<file path="src/rtl/pp_out_drain_ctrl_pkg.sv">
`default_nettype none
// ============================================================================
//  Module      : pp_out_drain_ctrl_pkg
//  Description : Shared types and constants for the output ping-pong drain
//                controller (read FSM encoding, default word width, bank size).
//  Revision    : 1.0 - initial release
// ============================================================================
package pp_out_drain_ctrl_pkg;

    // A result word is one accumulated block chunk.
    localparam int c_top_chunk_size  = 16;
    localparam int c_top_block_size  = 4;
    localparam int c_data_width      = c_top_chunk_size * c_top_block_size;

    // Read-side FSM encoding.
    typedef enum logic [1:0] {
        R_IDLE  = 2'd0,
        R_DRAIN = 2'd1,
        R_WAIT  = 2'd2
    } rd_state_t;

    // Words held by one bank: one burst per matrix column.
    function automatic int blocks_per_bank(input int col_y, input int total_modules);
        return col_y * total_modules;
    endfunction

endpackage
`default_nettype wire

</file>
<file path="src/rtl/pp_out_drain_ctrl_if.sv">
`default_nettype none
// ============================================================================
//  Module      : pp_out_drain_ctrl_if
//  Description : Bundles the result input stream, both output-bank BRAM ports,
//                the drain output stream and the bank status flags.
//                master = controller side, slave = environment side.
//  Revision    : 1.0 - initial release
// ============================================================================
interface pp_out_drain_ctrl_if #(
    parameter int DATA_WIDTH = pp_out_drain_ctrl_pkg::c_data_width,
    parameter int ADDR_WIDTH = 4
) ();

    logic                  in_valid;
    logic [DATA_WIDTH-1:0] in_data;
    logic                  in_ready;

    logic                  bank0_ena;
    logic                  bank0_wea;
    logic [ADDR_WIDTH-1:0] bank0_addra;
    logic [DATA_WIDTH-1:0] bank0_dina;
    logic                  bank0_enb;
    logic [ADDR_WIDTH-1:0] bank0_addrb;
    logic [DATA_WIDTH-1:0] bank0_doutb;

    logic                  bank1_ena;
    logic                  bank1_wea;
    logic [ADDR_WIDTH-1:0] bank1_addra;
    logic [DATA_WIDTH-1:0] bank1_dina;
    logic                  bank1_enb;
    logic [ADDR_WIDTH-1:0] bank1_addrb;
    logic [DATA_WIDTH-1:0] bank1_doutb;

    logic                  out_valid;
    logic [DATA_WIDTH-1:0] out_data;
    logic                  out_last;
    logic                  out_ready;

    logic [1:0]            bank_full;

    modport master (
        input  in_valid, in_data,
        output in_ready,
        output bank0_ena, bank0_wea, bank0_addra, bank0_dina, bank0_enb, bank0_addrb,
        input  bank0_doutb,
        output bank1_ena, bank1_wea, bank1_addra, bank1_dina, bank1_enb, bank1_addrb,
        input  bank1_doutb,
        output out_valid, out_data, out_last,
        input  out_ready,
        output bank_full
    );

    modport slave (
        output in_valid, in_data,
        input  in_ready,
        input  bank0_ena, bank0_wea, bank0_addra, bank0_dina, bank0_enb, bank0_addrb,
        output bank0_doutb,
        input  bank1_ena, bank1_wea, bank1_addra, bank1_dina, bank1_enb, bank1_addrb,
        output bank1_doutb,
        input  out_valid, out_data, out_last,
        output out_ready,
        input  bank_full
    );

endinterface
`default_nettype wire

</file>
<file path="src/rtl/pp_out_drain_ctrl_skid.sv">
`default_nettype none
// ============================================================================
//  Module      : pp_out_drain_ctrl_skid
//  Description : Two-entry FIFO catching BRAM read returns ({last, data}) so
//                that backpressure never drops or repeats a word.
//  Revision    : 1.0 - initial release
// ============================================================================
module pp_out_drain_ctrl_skid #(
    parameter int WIDTH = 65
) (
    input  wire logic             clk,
    input  wire logic             rst,
    input  wire logic             i_push,
    input  wire logic [WIDTH-1:0] i_data,
    input  wire logic             i_pop,
    output logic      [WIDTH-1:0] o_data,
    output logic      [1:0]       o_count
);

    logic [WIDTH-1:0] r_mem [2];
    logic             r_wr_ptr;
    logic             r_rd_ptr;
    logic [1:0]       r_count;
    logic             w_do_push;
    logic             w_do_pop;

    // A push into a full FIFO only lands when the head leaves in the same cycle.
    assign w_do_pop  = i_pop && (r_count != 2'd0);
    assign w_do_push = i_push && ((r_count != 2'd2) || w_do_pop);

    // Storage is written only, never reset: contents are qualified by r_count.
    always_ff @(posedge clk) begin
        if (w_do_push) r_mem[r_wr_ptr] <= i_data;
    end

    // Pointer and occupancy bookkeeping.
    always_ff @(posedge clk) begin
        if (rst) begin
            r_wr_ptr <= 1'b0;
            r_rd_ptr <= 1'b0;
            r_count  <= 2'd0;
        end else begin
            if (w_do_push) r_wr_ptr <= ~r_wr_ptr;
            if (w_do_pop)  r_rd_ptr <= ~r_rd_ptr;
            r_count <= r_count + {1'b0, w_do_push} - {1'b0, w_do_pop};
        end
    end

    assign o_data  = r_mem[r_rd_ptr];
    assign o_count = r_count;

endmodule
`default_nettype wire

</file>
<file path="src/rtl/pp_out_drain_ctrl.sv">
`default_nettype none
// ============================================================================
//  Module      : pp_out_drain_ctrl
//  Description : Output ping-pong controller. Result words from the matmul
//                are written into one BRAM bank while the other full bank is
//                drained as a valid/ready stream; the matmul is backpressured
//                when the bank it would write next is still undrained.
//                Optional macro PP_OUT_STALL_CNT_EN adds a saturating 16-bit
//                counter of refused input cycles (port stall_cnt).
//  Revision    : 1.0 - initial release
// ============================================================================
module pp_out_drain_ctrl
    import pp_out_drain_ctrl_pkg::*;
#(
    parameter int DATA_WIDTH    = c_data_width,
    parameter int ADDR_WIDTH    = 4,
    parameter int TOTAL_MODULES = 4,
    parameter int COL_Y         = 2
) (
    input  wire logic            clk,
    input  wire logic            rst,
    pp_out_drain_ctrl_if.master  bus
`ifdef PP_OUT_STALL_CNT_EN
    ,
    output logic [15:0]          stall_cnt
`endif
);

    localparam int                    BLOCKS_PER_BANK = blocks_per_bank(COL_Y, TOTAL_MODULES);
    localparam logic [ADDR_WIDTH-1:0] c_last_addr     = ADDR_WIDTH'(BLOCKS_PER_BANK - 1);

    // ---------------- write side ----------------
    logic                  r_wr_sel;
    logic [ADDR_WIDTH-1:0] r_wr_addr;
    logic [1:0]            r_bank_full;
    logic                  w_in_ready;
    logic                  w_wr_fire;
    logic                  w_wr_last;

    // ---------------- read side ----------------
    rd_state_t             r_rd_state;
    rd_state_t             w_rd_state_next;
    logic                  r_rd_sel;
    logic [ADDR_WIDTH-1:0] r_rd_addr;
    logic                  r_inflight;
    logic                  r_inflight_last;
    logic                  r_inflight_bank;
    logic                  w_issue;
    logic                  w_rd_release;
    logic [1:0]            w_occ;
    logic [DATA_WIDTH-1:0] w_ret_data;
    logic [DATA_WIDTH:0]   w_skid_head;
    logic [1:0]            w_skid_count;
    logic                  w_skid_empty;
    logic                  w_out_valid;
    logic                  w_out_last;
    logic                  w_out_fire;
    logic [1:0]            w_full_set;
    logic [1:0]            w_full_clr;

    assign w_in_ready = ~r_bank_full[r_wr_sel];
    assign w_wr_fire  = bus.in_valid & w_in_ready;
    assign w_wr_last  = w_wr_fire && (r_wr_addr == c_last_addr);

    // Write pointer: walk the bank, then hand it to the drain side and flip.
    always_ff @(posedge clk) begin
        if (rst) begin
            r_wr_sel  <= 1'b0;
            r_wr_addr <= '0;
        end else if (w_wr_fire) begin
            if (w_wr_last) begin
                r_wr_addr <= '0;
                r_wr_sel  <= ~r_wr_sel;
            end else begin
                r_wr_addr <= r_wr_addr + 1'b1;
            end
        end
    end

    // Set and clear always target different banks, so both apply together.
    assign w_full_set = {w_wr_last & r_wr_sel, w_wr_last & ~r_wr_sel};
    assign w_full_clr = {w_rd_release & r_rd_sel, w_rd_release & ~r_rd_sel};

    // Bank ownership flags.
    always_ff @(posedge clk) begin
        if (rst) r_bank_full <= 2'b00;
        else     r_bank_full <= (r_bank_full | w_full_set) & ~w_full_clr;
    end

    // Reads in flight plus buffered words never exceed the skid depth.
    assign w_occ        = w_skid_count + {1'b0, r_inflight};
    assign w_skid_empty = (w_skid_count == 2'd0);
    assign w_ret_data   = r_inflight_bank ? bus.bank1_doutb : bus.bank0_doutb;
    assign w_out_valid  = ~w_skid_empty | r_inflight;
    assign w_out_last   = w_skid_empty ? r_inflight_last : w_skid_head[DATA_WIDTH];
    assign w_out_fire   = w_out_valid & bus.out_ready;

    // Drain FSM next state. Leaving IDLE also looks at a bank completing this
    // cycle so the first read issues in the cycle bank_full becomes visible.
    always_comb begin
        w_rd_state_next = r_rd_state;
        w_issue         = 1'b0;
        w_rd_release    = 1'b0;
        case (r_rd_state)
            R_IDLE: begin
                if (r_bank_full[r_rd_sel] || (w_wr_last && (r_wr_sel == r_rd_sel)))
                    w_rd_state_next = R_DRAIN;
            end
            R_DRAIN: begin
                if (w_occ < 2'd2) begin
                    w_issue = 1'b1;
                    if (r_rd_addr == c_last_addr) w_rd_state_next = R_WAIT;
                end
            end
            R_WAIT: begin
                if (w_out_fire && w_out_last) begin
                    w_rd_release    = 1'b1;
                    w_rd_state_next = R_IDLE;
                end
            end
            default: w_rd_state_next = R_IDLE;
        endcase
    end

    // Drain FSM state, read pointer and in-flight read tag.
    always_ff @(posedge clk) begin
        if (rst) begin
            r_rd_state      <= R_IDLE;
            r_rd_sel        <= 1'b0;
            r_rd_addr       <= '0;
            r_inflight      <= 1'b0;
            r_inflight_last <= 1'b0;
            r_inflight_bank <= 1'b0;
        end else begin
            r_rd_state      <= w_rd_state_next;
            r_inflight      <= w_issue;
            r_inflight_last <= w_issue && (r_rd_addr == c_last_addr);
            r_inflight_bank <= r_rd_sel;
            if (w_issue) r_rd_addr <= (r_rd_addr == c_last_addr) ? '0 : r_rd_addr + 1'b1;
            if (w_rd_release) r_rd_sel <= ~r_rd_sel;
        end
    end

    // Returning data bypasses the skid when it is empty and downstream is ready.
    pp_out_drain_ctrl_skid #(
        .WIDTH (DATA_WIDTH + 1)
    ) u_skid (
        .clk     (clk),
        .rst     (rst),
        .i_push  (r_inflight & ~(w_skid_empty & bus.out_ready)),
        .i_data  ({r_inflight_last, w_ret_data}),
        .i_pop   (bus.out_ready & ~w_skid_empty),
        .o_data  (w_skid_head),
        .o_count (w_skid_count)
    );

    assign bus.in_ready    = w_in_ready;
    assign bus.bank_full   = r_bank_full;
    assign bus.out_valid   = w_out_valid;
    assign bus.out_last    = w_out_valid & w_out_last;
    assign bus.out_data    = w_skid_empty ? w_ret_data : w_skid_head[DATA_WIDTH-1:0];

    assign bus.bank0_ena   = w_wr_fire & ~r_wr_sel;
    assign bus.bank0_wea   = w_wr_fire & ~r_wr_sel;
    assign bus.bank0_addra = (w_wr_fire & ~r_wr_sel) ? r_wr_addr : '0;
    assign bus.bank0_dina  = bus.in_data;
    assign bus.bank0_enb   = w_issue & ~r_rd_sel;
    assign bus.bank0_addrb = (w_issue & ~r_rd_sel) ? r_rd_addr : '0;

    assign bus.bank1_ena   = w_wr_fire & r_wr_sel;
    assign bus.bank1_wea   = w_wr_fire & r_wr_sel;
    assign bus.bank1_addra = (w_wr_fire & r_wr_sel) ? r_wr_addr : '0;
    assign bus.bank1_dina  = bus.in_data;
    assign bus.bank1_enb   = w_issue & r_rd_sel;
    assign bus.bank1_addrb = (w_issue & r_rd_sel) ? r_rd_addr : '0;

`ifdef PP_OUT_STALL_CNT_EN
    logic [15:0] r_stall_cnt;

    // Count cycles the matmul is held off, saturating at all-ones.
    always_ff @(posedge clk) begin
        if (rst)
            r_stall_cnt <= 16'h0000;
        else if (bus.in_valid && !w_in_ready && (r_stall_cnt != 16'hFFFF))
            r_stall_cnt <= r_stall_cnt + 16'h0001;
    end

    assign stall_cnt = r_stall_cnt;
`endif

endmodule
`default_nettype wire

</file>
<file path="src/flat_wrapper.sv">
// flat-port wrapper written by rule: the top's interface ports become plain ports
module pp_out_drain_ctrl_flat import pp_out_drain_ctrl_pkg::*;
#(
    parameter int DATA_WIDTH    = c_data_width,
    parameter int ADDR_WIDTH    = 4,
    parameter int TOTAL_MODULES = 4,
    parameter int COL_Y         = 2
)
  (clk, rst, bus_in_valid, bus_in_data, bus_in_ready, bus_bank0_ena, bus_bank0_wea, bus_bank0_addra, bus_bank0_dina, bus_bank0_enb, bus_bank0_addrb, bus_bank0_doutb, bus_bank1_ena, bus_bank1_wea, bus_bank1_addra, bus_bank1_dina, bus_bank1_enb, bus_bank1_addrb, bus_bank1_doutb, bus_out_valid, bus_out_data, bus_out_last, bus_out_ready, bus_bank_full);
  pp_out_drain_ctrl_if #(.DATA_WIDTH(DATA_WIDTH), .ADDR_WIDTH(ADDR_WIDTH)) bus_i ();
  input  wire logic clk;
  input  wire logic rst;
  input wire logic [$bits(bus_i.in_valid)-1:0] bus_in_valid;
  input wire logic [$bits(bus_i.in_data)-1:0] bus_in_data;
  output wire logic [$bits(bus_i.in_ready)-1:0] bus_in_ready;
  output wire logic [$bits(bus_i.bank0_ena)-1:0] bus_bank0_ena;
  output wire logic [$bits(bus_i.bank0_wea)-1:0] bus_bank0_wea;
  output wire logic [$bits(bus_i.bank0_addra)-1:0] bus_bank0_addra;
  output wire logic [$bits(bus_i.bank0_dina)-1:0] bus_bank0_dina;
  output wire logic [$bits(bus_i.bank0_enb)-1:0] bus_bank0_enb;
  output wire logic [$bits(bus_i.bank0_addrb)-1:0] bus_bank0_addrb;
  input wire logic [$bits(bus_i.bank0_doutb)-1:0] bus_bank0_doutb;
  output wire logic [$bits(bus_i.bank1_ena)-1:0] bus_bank1_ena;
  output wire logic [$bits(bus_i.bank1_wea)-1:0] bus_bank1_wea;
  output wire logic [$bits(bus_i.bank1_addra)-1:0] bus_bank1_addra;
  output wire logic [$bits(bus_i.bank1_dina)-1:0] bus_bank1_dina;
  output wire logic [$bits(bus_i.bank1_enb)-1:0] bus_bank1_enb;
  output wire logic [$bits(bus_i.bank1_addrb)-1:0] bus_bank1_addrb;
  input wire logic [$bits(bus_i.bank1_doutb)-1:0] bus_bank1_doutb;
  output wire logic [$bits(bus_i.out_valid)-1:0] bus_out_valid;
  output wire logic [$bits(bus_i.out_data)-1:0] bus_out_data;
  output wire logic [$bits(bus_i.out_last)-1:0] bus_out_last;
  input wire logic [$bits(bus_i.out_ready)-1:0] bus_out_ready;
  output wire logic [$bits(bus_i.bank_full)-1:0] bus_bank_full;
  assign bus_i.in_valid = bus_in_valid;
  assign bus_i.in_data = bus_in_data;
  assign bus_in_ready = bus_i.in_ready;
  assign bus_bank0_ena = bus_i.bank0_ena;
  assign bus_bank0_wea = bus_i.bank0_wea;
  assign bus_bank0_addra = bus_i.bank0_addra;
  assign bus_bank0_dina = bus_i.bank0_dina;
  assign bus_bank0_enb = bus_i.bank0_enb;
  assign bus_bank0_addrb = bus_i.bank0_addrb;
  assign bus_i.bank0_doutb = bus_bank0_doutb;
  assign bus_bank1_ena = bus_i.bank1_ena;
  assign bus_bank1_wea = bus_i.bank1_wea;
  assign bus_bank1_addra = bus_i.bank1_addra;
  assign bus_bank1_dina = bus_i.bank1_dina;
  assign bus_bank1_enb = bus_i.bank1_enb;
  assign bus_bank1_addrb = bus_i.bank1_addrb;
  assign bus_i.bank1_doutb = bus_bank1_doutb;
  assign bus_out_valid = bus_i.out_valid;
  assign bus_out_data = bus_i.out_data;
  assign bus_out_last = bus_i.out_last;
  assign bus_i.out_ready = bus_out_ready;
  assign bus_bank_full = bus_i.bank_full;
  pp_out_drain_ctrl #(.DATA_WIDTH(DATA_WIDTH), .ADDR_WIDTH(ADDR_WIDTH), .TOTAL_MODULES(TOTAL_MODULES), .COL_Y(COL_Y)) u_core (.clk(clk), .rst(rst), .bus(bus_i));
endmodule
</file>
<file path="config.mk">
export PLATFORM = sky130hd
export DESIGN_NAME = pp_out_drain_ctrl_flat
export DESIGN_NICKNAME = d
export VERILOG_FILES = /design/src/rtl/pp_out_drain_ctrl_pkg.sv /design/src/rtl/pp_out_drain_ctrl_if.sv /design/src/rtl/pp_out_drain_ctrl_skid.sv /design/src/rtl/pp_out_drain_ctrl.sv /design/src/flat_wrapper.sv
export SDC_FILE = /design/constraint.sdc
export NUM_CORES = 1
export LEC_CHECK = 0
export BUFFER_PORTS_ARGS = -buffer_cell sky130_fd_sc_hd__buf_2
export CORE_AREA = 2 2 162 164
export CTS_BUF_LIST = sky130_fd_sc_hd__clkbuf_4 sky130_fd_sc_hd__clkbuf_8 sky130_fd_sc_hd__clkbuf_16
export DETAILED_ROUTE_END_ITERATION = 8
export DIE_AREA = 0 0 164 166
export PLACE_DENSITY = 0.7
export RECOVER_POWER = 100
export SLEW_MARGIN = 20
export SYNTH_ARGS = -nofsm -noshare
export SYNTH_HDL_FRONTEND = slang
export SYNTH_SLANG_ARGS = --single-unit
</file>
<file path="constraint.sdc">
create_clock -name clk -period 4.4 [get_ports clk]
set_input_delay 0.22 -clock clk [delete_from_list [all_inputs] [get_ports clk]]
set_output_delay 0.22 -clock clk [all_outputs]
set_load 0.01 [all_outputs]
</file>
==> out/results.txt <==
Core Box Area: 25600 um^2
port bufs: 222
Worst Setup Start Kind: flip-flop
crit path cell chain: xnor2_1, o21ai_0, nor2_4, clkbuf_1
# diodes: 0
Net Switching: 680 uW
Skew-Pair Late Insertion Delay: 0.41 ns
sequential area share after synthesis: 0.537
antenna viol nets, final: 0
Die Area: 27200 um^2
# Post-CTS Setup Buffers: 0
post-synth top area cell: edfxtp_1
std cell rows: 59
Synth Area per Inst: 11.8 um^2
clock share of power: 0.438
crit path max fanout: 29
Starting Density: 0.316
first-pass GRT wire length: 24.2 mm
worst-margin pin slew: 1.34 ns
grt ovf: 0
crit path DAT: 3.24 ns
final setup fails: 0
ys async rst share: 0
Lkg Pwr: 0.00327 uW
Clock Skews: 0.00924 ns
CTS Root Cell: clkbuf_16
post-synthesis net count: 883
switching share of power: 0.219
Comb power frac: 0.060
CP bufs+invs: 1
Area growth syn-to-layout: 11.4%
final period utilization: 0.731
via count: 4945
post-synth top area share: 0.482
vias in the first global route: 4626
HP Class: input port to flip-flop
CP max stage cell: clkbuf_1
fmax: 311 MHz
most common cell after layout, fill and taps aside: buf_2
# fillers: 2547
maximum VDD drop: 0.203 mV
dpl hpwl: 11.3 mm
drt pass-1 iters: 4
vias per cell: 4.43
P_int: 2430 uW
DIE WIDTH: 164 um
I/O pins: 415
ratio of total power to cell area: 345 nW/um^2
Initial DRC Count: 209
post-DR wirelength/cell: 14.7 um
detailed-route DRC error count: 0
multi-input combinational cell area: 2610 um^2
CP peak stage delay: 1.04 ns
Mapped Cells: 684
critical path class: flip-flop to flip-flop
Max-cap violations: 0
die height: 166 um
most frequent cells in the layout: 139 x buf_2, 130 x edfxtp_1, 87 x clkbuf_1
post-placement setup slack: 1.76 ns
Yosys cell types: 44
number of synthesized flops with an enable pin: 130
Synth Register Bits: 152
pin count of the biggest net entering global routing: 65
Final min period: 3.22 ns
Clock transition at path regs: 0.06 ns
dominant synthesized flop cell: edfxtp_1
relative slew slack: 0.106
Setup TNS Final: 0 ns
Hold Fails Final Rpt: 0
share of cells above drive strength 1: 0.226
outcome: finished clean
nets: 968
final worst slack: 1.18 ns
Hold Buf Count CTS: 0
Final Max Tran Viols: 0
CTS tree: done
CP delay by family, top: buffers and inverters
crit end category: flip-flop
main area contributors after synthesis: edfxtp_1 48%, buf_4 12%, mux2_2 8.9%, mux2i_1 8.0%, dfxtp_1 5.4%
Ys Warns: 0
Reg area: 4350 um^2
RSZ-0062 raised after global routing: false
CTS Buf Count: 17
Synth Cell Area: 8100 um^2
total clock sinks: 152
initial antenna violation count: 0
CTS max path bufs: 2
required time of the critical path: 4.42 ns
H-tree depth: 4
post-CTS resize count: 0
GPL Wtd Cong: 0.725
register share of total power: 0.502
routed wire length: 16.4 mm
Total Routing Usage GR: 0.115
==> final timing paths <==
kind	from	to	slack [ns]	cells after the start
min	bus_in_valid	u_core.r_wr_addr[1]	0.12	3
max reg2reg	u_core.u_skid.o_count[1]	u_core.u_skid.r_mem[0][18]	1.18	4
max	u_core.u_skid.o_count[1]	u_core.u_skid.r_mem[0][18]	1.18	4
min reg2reg	u_core.r_inflight_last	u_core.u_skid.r_mem[0][64]	0.50	0
==> registers in the layout, summed over array words and instances (netlist names), named ones only <==
name and count:
u_core.bus.bank_full 2, u_core.r_inflight 1, u_core.r_inflight_bank 1, u_core.r_inflight_last 1, u_core.r_rd_addr 4, u_core.r_rd_sel 1, u_core.r_rd_state 2, u_core.r_wr_addr 4
u_core.r_wr_sel 1, u_core.u_skid.o_count 2, u_core.u_skid.r_mem 130, u_core.u_skid.r_rd_ptr 1, u_core.u_skid.r_wr_ptr 1
==> tightest hold or removal path, stage by stage <==
cell     delay [ns]
buf_2          0.13
nand3_1        0.08
a21oi_1        0.05
==> cell usage after synthesis (2+ instances only) <==
| library cell | n |
|---|---|
| ha_1 | 3 |
| or2_1 | 2 |
| nand3_1 | 3 |
| nand2b_1 | 2 |
| buf_2 | 20 |
| a211oi_1 | 3 |
| and3_1 | 9 |
| buf_1 | 3 |
| mux2_2 | 64 |
| or3_1 | 3 |
| nand2_1 | 72 |
| dfxtp_1 | 22 |
| xnor2_1 | 6 |
| and2_1 | 8 |
| edfxtp_1 | 130 |
| nor2b_1 | 2 |
| o21ai_0 | 66 |
| buf_4 | 130 |
| xor2_1 | 5 |
| mux2i_1 | 65 |
| a21oi_1 | 9 |
| nor3_1 | 2 |
| clkbuf_1 | 11 |
| nor2_1 | 20 |
| nor3b_1 | 2 |
| inv_1 | 4 |
==> power by group through the flow <==
| stage | logic [uW] | registers, uW | clock network, uW |
|---|---|---|---|
| floorplan | 209 | 1590 | 0 |
| global placement | 199 | 1590 | 0 |
| detailed placement | 203 | 1590 | 0 |
| CTS | 204 | 1560 | 1410 |
| global route | 208 | 1560 | 1470 |
| finish | 185 | 1560 | 1360 |
==> routing by layer <==
layer | vias to the layer above | GRT usage | share of wire
met5 | - | 0 | 0
met2 | 185 | 0.186 | 0.47
met3 | 21 | 0.0412 | 0.074
met4 | 0 | 0.0351 | 0.014
li1 | 2472 | - | -
met1 | 2267 | 0.144 | 0.44
==> metrics by stage <==
stage	area, um^2	hold WS [ns]	cells	total power [uW]	utilization
2_1_floorplan	8100	0.304	684	1800	-
3_3_place_gp	8580	0.440	1084	1790	0.335
3_5_place_dp	8580	0.440	1084	1800	0.335
4_1_cts	9140	0.101	1116	3180	0.357
5_1_grt	9020	0.124	1117	3240	0.352
6_report	9020	0.123	1117	3110	0.352
==> final cells by class <==
cell class / count / share of cell area
tap: 335 / 0.0465
inverter: 5 / 0.00208
clock inverter: 14 / 0.0139
timing repair buffer: 230 / 0.118
multi-input combinational: 363 / 0.289
sequential: 152 / 0.483
clock buffer: 18 / 0.0480
==> cells by family after synthesis <==
kind of cell             count (synthesis)  share of synthesized area
AO/OA/AOI/OAI                           86                     0.0581
XOR/XNOR                                11                     0.0119
adder cells (fa/ha/maj)                  3                    0.00464
buffers and inverters                  169                      0.142
flip-flops                             152                      0.537
multiplexers                           130                      0.171
AND/OR/NAND/NOR                        133                     0.0759
(Power assumes the default switching activity.)
